`config.mk`:
```
export PLATFORM = sky130hd
export DESIGN_NAME = regfile_seq_ctrl
export DESIGN_NICKNAME = d
export VERILOG_FILES = /design/src/rtl/regfile_pkg.sv /design/src/rtl/regfile_seq_ctrl_addr_counter.sv /design/src/rtl/regfile_seq_ctrl.sv
export SDC_FILE = /design/constraint.sdc
export NUM_CORES = 1
export LEC_CHECK = 0
export ABC_CLOCK_PERIOD_IN_PS = 1860
export CAP_MARGIN = 20
export CORE_AREA = 2 2 39 41
export CTS_BUF_LIST = sky130_fd_sc_hd__clkbuf_8
export DETAILED_ROUTE_END_ITERATION = 8
export DIE_AREA = 0 0 41 43
export GPL_ROUTABILITY_DRIVEN = 0
export PLACE_DENSITY_LB_ADDON = 0.2
export SYNTH_ARGS = -nofsm -noshare
export SYNTH_HDL_FRONTEND = slang
export SYNTH_SLANG_ARGS = --single-unit
```
`constraint.sdc`:
```
create_clock -name clk -period 1.86 [get_ports clk]
set_input_delay 0.372 -clock clk [delete_from_list [all_inputs] [get_ports clk]]
set_output_delay 0.372 -clock clk [all_outputs]
set_load 0.01 [all_outputs]
```
`src/rtl/regfile_pkg.sv`:
```
// Shared types and sizing for the 8x4 register file and its sequencing master.
package regfile_pkg;

  localparam int unsigned RF_DEPTH  = 8;
  localparam int unsigned RF_ADDR_W = $clog2(RF_DEPTH);
  localparam int unsigned RF_DATA_W = 4;

  typedef enum logic [1:0] {
    IDLE = 2'd0,
    FILL = 2'd1,
    DUMP = 2'd2,
    DONE = 2'd3
  } seq_state_t;

  typedef enum logic {
    OP_FILL = 1'b0,
    OP_DUMP = 1'b1
  } seq_op_t;

endpackage

```
`src/rtl/regfile_seq_ctrl_addr_counter.sv`:
```
// Entry pointer: sync clear, increment, and a flag for the final entry.
// Incrementing on the final entry returns to zero, so a sweep never runs past DEPTH-1.
module addr_counter #(
  parameter int unsigned DEPTH  = 8,
  parameter int unsigned ADDR_W = 3
) (
  input  logic              clk_i,
  input  logic              clr_i,
  input  logic              inc_i,
  output logic [ADDR_W-1:0] cnt_o,
  output logic              last_o
);

  logic [ADDR_W-1:0] cnt_q, cnt_d;

  assign last_o = (cnt_q == ADDR_W'(DEPTH - 1));
  assign cnt_o  = cnt_q;

  always_comb begin
    cnt_d = cnt_q;
    if (inc_i) cnt_d = last_o ? '0 : cnt_q + ADDR_W'(1);
  end

  always_ff @(posedge clk_i) begin
    if (clr_i) cnt_q <= '0;
    else       cnt_q <= cnt_d;
  end

endmodule

```
`src/rtl/regfile_seq_ctrl.sv`:
```
// Sequencing master for the register file: FILL writes DEPTH words from the
// input stream into entries 0..DEPTH-1, DUMP streams the same entries out.
module regfile_seq_ctrl
  import regfile_pkg::*;
#(
  parameter int unsigned DEPTH  = RF_DEPTH,
  parameter int unsigned ADDR_W = RF_ADDR_W,
  parameter int unsigned DATA_W = RF_DATA_W
) (
  input  logic              clk,
  input  logic              clr,
  input  logic              cmd_valid,
  input  logic              cmd_op,
  output logic              cmd_ready,
  input  logic [DATA_W-1:0] in_data,
  input  logic              in_valid,
  output logic              in_ready,
  output logic [DATA_W-1:0] out_data,
  output logic              out_valid,
  input  logic              out_ready,
  output logic [ADDR_W-1:0] rf_addr,
  output logic [DATA_W-1:0] rf_din,
  output logic              rf_load,
  input  logic [DATA_W-1:0] rf_q,
  output logic              busy,
  output logic              done
);

  seq_state_t        state_q, state_d;
  logic [ADDR_W-1:0] ptr;
  logic              ptr_last, ptr_clr, ptr_inc;

  // Pointer is held at zero whenever idle, so every accepted command starts at entry 0.
  assign ptr_clr = clr || (state_q == IDLE);

  addr_counter #(
    .DEPTH (DEPTH),
    .ADDR_W(ADDR_W)
  ) u_ptr (
    .clk_i (clk),
    .clr_i (ptr_clr),
    .inc_i (ptr_inc),
    .cnt_o (ptr),
    .last_o(ptr_last)
  );

  assign rf_din   = in_data;
  assign out_data = rf_q;

  always_ff @(posedge clk) begin
    if (clr) state_q <= IDLE;
    else     state_q <= state_d;
  end

  always_comb begin
    state_d   = state_q;
    cmd_ready = 1'b0;
    in_ready  = 1'b0;
    out_valid = 1'b0;
    rf_load   = 1'b0;
    rf_addr   = '0;
    busy      = 1'b0;
    done      = 1'b0;
    ptr_inc   = 1'b0;
    case (state_q)
      IDLE: begin
        cmd_ready = 1'b1;
        if (cmd_valid) state_d = (seq_op_t'(cmd_op) == OP_DUMP) ? DUMP : FILL;
      end
      FILL: begin
        busy     = 1'b1;
        in_ready = 1'b1;
        rf_addr  = ptr;
        rf_load  = in_valid;
        ptr_inc  = in_valid;
        if (in_valid && ptr_last) state_d = DONE;
      end
      DUMP: begin
        busy      = 1'b1;
        out_valid = 1'b1;
        rf_addr   = ptr;
        ptr_inc   = out_ready;
        if (out_ready && ptr_last) state_d = DONE;
      end
      DONE: begin
        done    = 1'b1;
        state_d = IDLE;
      end
      default: state_d = IDLE;
    endcase
  end

endmodule

```
; After elaboration in Yosys (flattened, before gate mapping)
; Index checks and enable logic that the tools add are counted.
[classes]
muxes = 14
n_reduce_logical = 6
add_sub_neg = 1
eq_ne = 7
[ops]
columns = op, count
row1 = 2-to-1 mux 2 bit, 4
row2 = case mux 2 bit (4 select lines), 1
row3 = 2-to-1 mux 1 bit, 6
row4 = 2-to-1 mux 3 bit, 2
row5 = "!= test 2 bit, second input constant", 3
row6 = "equality test 2 bit, second input constant", 2
row7 = "adder 3 x 1 -> 3 bit, second input constant", 1
row8 = "equality test 3 bit, second input constant", 1
row9 = AND reduction 3 bit, 1
row10 = "equality test 2 x 1 -> 1 bit, second input constant", 1
row11 = logical AND 1 bit, 2
row12 = logical NOT 2 bit, 1
row13 = case mux 1 bit (2 select lines), 1
row14 = OR reduction 2 bit, 1
row15 = logical OR 1 bit, 1
[word_totals]
elab_cells = 30
ff_bits = 5

; Longest topological paths before layout
; Gate-level depths: netlist of the first run.
[logic_depth]
word_depth = 4
depth_mapped = 5
depth_no_buf = 5

; Cells and area by module
; A second synthesis of the first run with hierarchy kept.
[unflattened]
hier_cells = 49
hier_area_um2 = 430.4
[modules_own_cells]
columns = module, n_inst, area_per_inst_um2, cells_each, seq_area_each_um2
row1 = regfile_seq_ctrl, 1, 294.0, 37, 40.0
row2 = addr_counter, 1, 136.4, 12, 60.1

; Worst setup path before layout of the first run
; No wires, ideal clock.
[synth_path]
path_type = reg2reg
startpoint = reg state_q[0]
endpoint = reg u_ptr.cnt_q[0] (netlist: u_ptr.cnt_o[0])
slack_ns = 0.326
required_time_ns = 1.790
synth_period_minus_slack_ns = 1.534
t_arrival_ns = 1.464
setup_ns = 0.070
stages_incl_launch_ff = 6
cell_sequence = dfxtp_1 inv_1 ha_1 inv_2 or4_1 a21oi_1
[synth_via]
elab_chain_cells = 2
word_cells_on_any_way = 5
classes_between = eq/ne: 2 / mux: 1 / reduce/logical: 2
[synth_rtl]
columns = item, line_no
row1 = "start, declared", regfile_seq_ctrl.sv:29  ; seq_state_t state_q, state_d;
row2 = "start signal, assigned", regfile_seq_ctrl.sv:52  ; else state_q <= state_d;
row3 = equality test 2 bit (tied with other cells), regfile_seq_ctrl.sv:65  ; case (state_q)
row4 = case mux 1 bit (2 select lines) or logical OR 1 bit (tied branches), "regfile_seq_ctrl.sv:65, regfile_seq_ctrl.sv:34"
row5 = "end signal, assigned", regfile_seq_ctrl_addr_counter.sv:26  ; else cnt_q <= cnt_d;
row6 = "end, declared", regfile_seq_ctrl_addr_counter.sv:14  ; logic [ADDR_W-1:0] cnt_q, cnt_d;
; Several ways; a longest one is shown, not always the timed one.
; A chain may end at the register's enable or synchronous reset.

; Final worst setup path of the first run
[layout_path]
startpoint = reg state_q[0]
endpoint = out out_valid
[layout_via]
elab_chain_cells = 2
[layout_rtl]
columns = item, line_no
row1 = equality test 2 bit, regfile_seq_ctrl.sv:65
row2 = 2-to-1 mux 1 bit, regfile_seq_ctrl.sv:65
row3 = "end, declared", regfile_seq_ctrl.sv:19  ; output logic out_valid,
; Every way passes these cells.

==> results of run 1 <==
sequential cells by signal, summed over array words and instances, names as in the netlist:
signal and cells:
u_ptr.cnt_o 3, state_q 2
kinds of logic after synthesis:
logic type / after synthesis / synth area share (%)
multiplexers: 1 / 2.33
flip-flops: 5 / 23.3
buffers and inverters: 13 / 18.3
AND/OR/NAND/NOR: 12 / 16.6
adder cells (fa/ha/maj): 6 / 17.4
AO/OA/AOI/OAI: 14 / 22.1
how the worst max path moves through the flow:
stage | cells past startpoint | start | slack (ps) | end
final | 3 | state_q[0] | 50 | out_valid
after detailed placement | 3 | in_valid | 1 | rf_load
after floorplan | 5 | state_q[0] | 330 | u_ptr.cnt_o[0]
after global routing | 3 | state_q[1] | 4 | out_valid
after global placement | 3 | in_valid | 6 | rf_load
after CTS | 3 | state_q[1] | 10 | out_valid
critical path, stage by stage, from the launching register on:
cell	delay [ps]
dfxtp_1	300
inv_1	130
ha_2	240
clkdlybuf4s50_1	540
synthesized netlist by cell type (all sizes together):
master	n	area [um2]
and2	4	28.8
o221a	1	11.3
nand4b	1	8.76
nand3	1	5.00
buf	8	60.1
o22a	1	8.76
or2	1	6.26
a222oi	1	10.0
a22oi	1	7.51
o21ai	4	20.0
mux2i	1	10.0
ha	6	75.1
or4	1	7.51
dfxtp	5	100
a21oi	4	20.0
nand2	4	15.0
a22o	2	17.5
inv	5	18.8
per-stage QoR:
stage	utilization, %	hold WS (ps)	total power (W)	setup WS (ps)
6_report	45.4	484	0.000942	51.8
5_1_grt	45.4	505	0.00101	3.87
4_1_cts	45.0	491	0.000948	12.9
3_5_place_dp	41.0	486	0.000693	1.31
3_3_place_gp	41.0	489	0.000699	5.60
2_1_floorplan	-	458	0.000457	326
final cells by class:
| type | count | area, um2 | area share [%] |
|---|---|---|---|
| repair buffers | 19 | 175 | 27.9 |
| well taps | 16 | 20.0 | 3.19 |
| clock inverters | 1 | 3.75 | 0.598 |
| clock buffers | 3 | 41.3 | 6.57 |
| inverters | 5 | 18.8 | 2.99 |
| flip-flops and latches | 5 | 100 | 15.9 |
| multi-input cells | 33 | 269 | 42.8 |
report_power, final:
part           total, W  internal (W)  switching, W
Clock          0.000199      0.000142     0.0000576
Sequential     0.000140      0.000129     0.0000104
Combinational  0.000603      0.000325      0.000277
cell usage in the layout (no fill, tap or decap), types with 4 or more instances in the layout:
master,n
a21oi_1,4
buf_4,5
clkdlybuf4s50_1,9
dfxtp_1,5
dlygate4sd2_1,4
inv_1,5
nand2_1,4
o21ai_0,4
per-layer routing:
metal / wire (um) / up-vias / share of wire (%)
li1: - / 202 / -
met1: 415 / 181 / 43
met2: 471 / 15 / 48
met3: 74 / 2 / 7.6
met4: 14 / 0 / 1.4
met5: 0 / - / 0
what timing repair did:
item	4_1_cts	5_1_grt
setup buffers	0	0
gates resized for setup	7	2
setup endpoints to repair	5	2
pin swaps	0	0
==> flow_metrics.py, run 1 <==
metrics = {
    "cts": {
        "clk_pin_slew_ps": 40,
        "cts_buffers": 3,
        "htree_num_levels": 1,
        "cts_tree": "built",
        "clock_path_buffers": 2,
        "hold_buffers": 0,
        "clk_latency_ps": 220,
        "cts.sinks": 5,
        "cts_root_buf": "clkbuf_8",
    },
    "finish": {
        "fillCellCount": 142,
        "design_area_um2": 628,
        "area_growth_pct": 45.9,
        "drive_above_1_share_pct": 25.8,
        "diodes": 0,
        "fin_nets": 87,
        "instances_no_fill": 82,
    },
    "synthesis": {
        "synthCells": 51,
        "ys_seq_area_share_pct": 23.3,
        "synthesis.area_um2": 430,
        "synth_cell_type_count": 20,
        "yosys_warnings": 0,
        "synth_nets": 71,
        "synth_area_per_cell_um2": 8.44,
        "ys_ff_latch": 5,
    },
    "grt": {
        "globalRouteMet1Util_pct": 16.7,
        "top_usage_layer": "met2",
        "grt_max_degree": 8,
        "grt_use_total_pct": 13.8,
        "antenna_found_initial": 0,
        "grt.overflow.total": 0,
        "grt_use_met3_pct": 6.81,
        "grt_pass1_wl_um": 1590,
        "use_met2_pct": 20.3,
        "grt_pass1_vias": 376,
    },
    "flow_run": {
        "max-cap-violations": 0,
    },
    "drt": {
        "vias_per_cell": 4.88,
        "drc_errors": 0,
        "antenna_left": 0,
        "wl_per_cell_um": 11.9,
        "firstDrtPassIters": 4,
        "drt_iter0_markers": 7,
        "num_vias": 400,
        "wl_um": 975,
    },
    "timing": {
        "fin_crit_ps": 1810,
        "worstMarginPinSlew_ps": 443,
        "tns_ps": 0,
        "slew_headroom_pct": 70.5,
        "setup_viol": 0,
        "clock.fmax_mhz": 553,
        "finalHoldViolCount": 0,
        "timing.final.crit_share_pct": 97.2,
        "final_max_slew_viol_count": 0,
        "skew_ps": 3.89,
        "rsz0062_at_grt": "false",
    },
    "pwr": {
        "ir_drop_mv": 0.850,
        "p_leak_nw": 0.297,
        "power.density_nw_per_um2": 1500,
    },
    "placement": {
        "post-place-cells": 78,
        "numPortBuffers": 14,
        "place_area_um2": 568,
        "hpwlAfterDp_um": 753,
    },
    "critical_path": {
        "rrSetupSlack_ps": 320,
        "path_max_fanout": 5,
        "r2r_cells": 6,
        "critPathKind": "reg -> out",
        "rr_startpoint": "state_q[0]",
        "r2r-end": "u_ptr.cnt_o[0]",
        "end_kind": "output port",
        "cp-start-kind": "register",
        "cp_data_required_time_ps": 1490,
        "cp.arrival_ps": 1440,
    },
    "floorplan": {
        "io_pins": 31,
        "die_h_um": 43,
        "die-area_um2": 1760,
        "rows": 14,
        "die_x_um": 41,
        "core_area_um2": 1380,
        "start_util_pct": 31.1,
    },
    "run_status": {
        "status": "complete, no violations",
    },
    "worst_hold_path": {
        "hold_depth": 2,
        "hold_start": "u_ptr.cnt_o[1]",
        "holdPathEnd": "u_ptr.cnt_o[1]",
        "worstHoldPathType": "reg -> reg",
    },
}
Power figures use the tool's default switching activity.
==> run 2: changes to the inputs <==
--- a/config.mk
+++ b/config.mk
@@ -13,6 +13,7 @@
 export DIE_AREA = 0 0 41 43
 export GPL_ROUTABILITY_DRIVEN = 0
 export PLACE_DENSITY_LB_ADDON = 0.2
+export SLEW_MARGIN = 30
 export SYNTH_ARGS = -nofsm -noshare
 export SYNTH_HDL_FRONTEND = slang
 export SYNTH_SLANG_ARGS = --single-unit
==> results of run 2 <==
No change in the layout: final DEF, timing and power equal those of run 1.
==> run 3: changes to the inputs <==
--- a/config.mk
+++ b/config.mk
@@ -5,6 +5,7 @@
 export SDC_FILE = /design/constraint.sdc
 export NUM_CORES = 1
 export LEC_CHECK = 0
+export ABC_AREA = 1
 export ABC_CLOCK_PERIOD_IN_PS = 1860
 export CAP_MARGIN = 20
 export CORE_AREA = 2 2 39 41
==> flow_metrics.py, run 3 <==
metrics = {
    "drt": {
        "firstDrtPassIters": 4,
        "wl_met3_um": 91,
        "wl_per_cell_um": 9.37,
        "drc_errors": 0,
        "vias_per_cell": 3.99,
        "drt_iter0_markers": 8,
        "num_vias": 395,
        "met2WireLength_um": 356,
        "met1Wirelength_um": 445,
        "wl_um": 928,
        "antenna_left": 0,
        "routed.top_layer": "met4",
    },
    "grt": {
        "grt_use_total_pct": 12.9,
        "grt.overflow.total": 0,
        "grt_max_degree": 7,
        "grt_pass1_vias": 347,
        "grt_pass1_wl_um": 1460,
        "antenna_found_initial": 0,
    },
    "placement": {
        "post-place-cells": 95,
        "place_area_um2": 571,
        "hpwlAfterDp_um": 721,
        "numPortBuffers": 14,
    },
    "pwr": {
        "power.density_nw_per_um2": 1280,
        "power.total_w": 0.000809,
        "p_leak_nw": 0.390,
        "ir_drop_mv": 0.649,
    },
    "critical_path": {
        "cp.arrival_ps": 1340,
        "cp-start-kind": "register",
        "path_max_fanout": 5,
        "rrSetupSlack_ps": 570,
        "cp_data_required_time_ps": 1490,
        "end_kind": "output port",
        "critPathKind": "reg -> out",
    },
    "timing": {
        "final_max_slew_viol_count": 0,
        "slew_headroom_pct": 87.0,
        "skew_ps": 0.493,
        "worstMarginPinSlew_ps": 194,
        "clock.fmax_mhz": 583,
        "tns_ps": 0,
        "timing.final.crit_share_pct": 92.3,
        "setup_viol": 0,
        "finalHoldViolCount": 0,
        "fin_crit_ps": 1720,
        "rsz0062_at_grt": "false",
    },
    "synthesis": {
        "synth-async-reset-ratio_pct": 0,
        "synth_common_cells": "20 x nand2_1, 12 x inv_1, 11 x nor2_1",
        "synth_cell_type_count": 10,
        "synthMostInstantiatedCell": "nand2_1",
        "ys_ff_latch": 5,
        "ys_seq_area_share_pct": 23.1,
        "synth_area_leaders": "dfxtp_1 23%, ha_1 17%, nand2_1 17%",
        "yosys.area.top_type_share_pct": 23.1,
        "synth-edff-count": 0,
        "synthFlopType": "dfxtp_1",
        "synth_top_cell_by_area": "dfxtp_1",
        "yosys_warnings": 0,
        "synth_area_per_cell_um2": 6.37,
        "synth_nets": 88,
        "synthesis.area_um2": 433,
        "synthCells": 68,
    },
    "floorplan": {
        "start_util_pct": 31.3,
        "die_x_um": 41,
        "io_pins": 31,
        "core_area_um2": 1380,
        "die-area_um2": 1760,
        "die_h_um": 43,
        "rows": 14,
    },
    "finish": {
        "fillCellCount": 157,
        "largest_reg_flops": 3,
        "final_cell_mix": "20 x nand2_1, 13 x inv_1, 11 x nor2_1",
        "design_area_um2": 629,
        "layout_commonest_cell": "nand2_1",
        "instances_no_fill": 99,
        "area_growth_pct": 45.4,
        "postLayoutCoreUtil_pct": 45.5,
        "drive_above_1_share_pct": 14.5,
        "fin_nets": 104,
        "diodes": 0,
    },
    "cts": {
        "clk_pin_slew_ps": 40,
        "cts_root_buf": "clkbuf_8",
        "cts_buffers": 3,
        "clock_path_buffers": 2,
        "htree_num_levels": 1,
        "clk_latency_ps": 220,
        "cts_tree": "built",
        "cts.sinks": 5,
    },
    "run_status": {
        "status": "complete, no violations",
    },
    "worst_hold_path": {
        "worstHoldPathType": "reg -> reg",
    },
    "flow_run": {
        "max-cap-violations": 0,
    },
}
run 3: cell count changes in the layout (fill, tap and decap cells not counted), sizes merged, moves of 2 or more:
cell	previous run	this run
clkdlybuf4s50	9	7
nor2	0	11
a22o	2	0
a21oi	4	1
inv	6	13
nand2	4	21
and2	4	0
run 3: critical path: stages, from the launching register on:
cell             delay [ps]
dfxtp_1                 300
inv_1                   110
ha_4                    170
clkdlybuf4s50_1         540
run 3: worst paths after layout:
check / startpoint / to / depth (start not counted)
max: state_q[0] / cmd_ready / 3
min: u_ptr.cnt_o[2] / u_ptr.cnt_o[2] / 2
min reg2reg: u_ptr.cnt_o[2] / u_ptr.cnt_o[2] / 2
max reg2reg: state_q[0] / u_ptr.cnt_o[0] / 9
run 3: kinds of logic after synthesis:
group | count (synthesis) | synth area share, %
AO/OA/AOI/OAI | 4 | 4.62
adder cells (fa/ha/maj) | 6 | 17.3
buffers and inverters | 20 | 24.3
flip-flops | 5 | 23.1
AND/OR/NAND/NOR | 33 | 30.6
run 3: where the power goes:
group	total, W	leakage (nW)	internal, W	switching, W
Clock	0.000200	0.0269	0.000142	0.0000581
Sequential	0.000139	0.0408	0.000128	0.0000111
Combinational	0.000470	0.322	0.000242	0.000228
run 3: timing repair:
item,in CTS,in global routing
buffers inserted,0,0
endpoints found under the setup margin,5,2
hold endpoints to repair,0,0
gates cloned,0,0
pin swaps,0,0
hold buffers,0,0
gates resized for setup,8,2
run 3: layer usage:
layer  vias up  global-route usage (%)
met5         -                       0
met4         0                    13.3
met3         7                    3.14
met2        16                    14.4
met1       151                    18.1
li1        221                       -
run 3: layout make-up:
class / instances / area [um2] / share of cell area (%)
tap: 16 / 20.0 / 3.18
clock buffer: 3 / 41.3 / 6.56
multi-input combinational: 43 / 243 / 38.6
sequential: 5 / 100 / 15.9
clock inverter: 1 / 3.75 / 0.596
timing repair buffer: 19 / 176 / 28.0
inverter: 12 / 45.0 / 7.16
run 3: per-stage QoR:
stage	worst slack, ps	hold slack [ps]
floorplan	525	456
global placement	7.19	478
detailed placement	-3.63	489
CTS	12.8	495
global route	83.7	520
finish	143	487
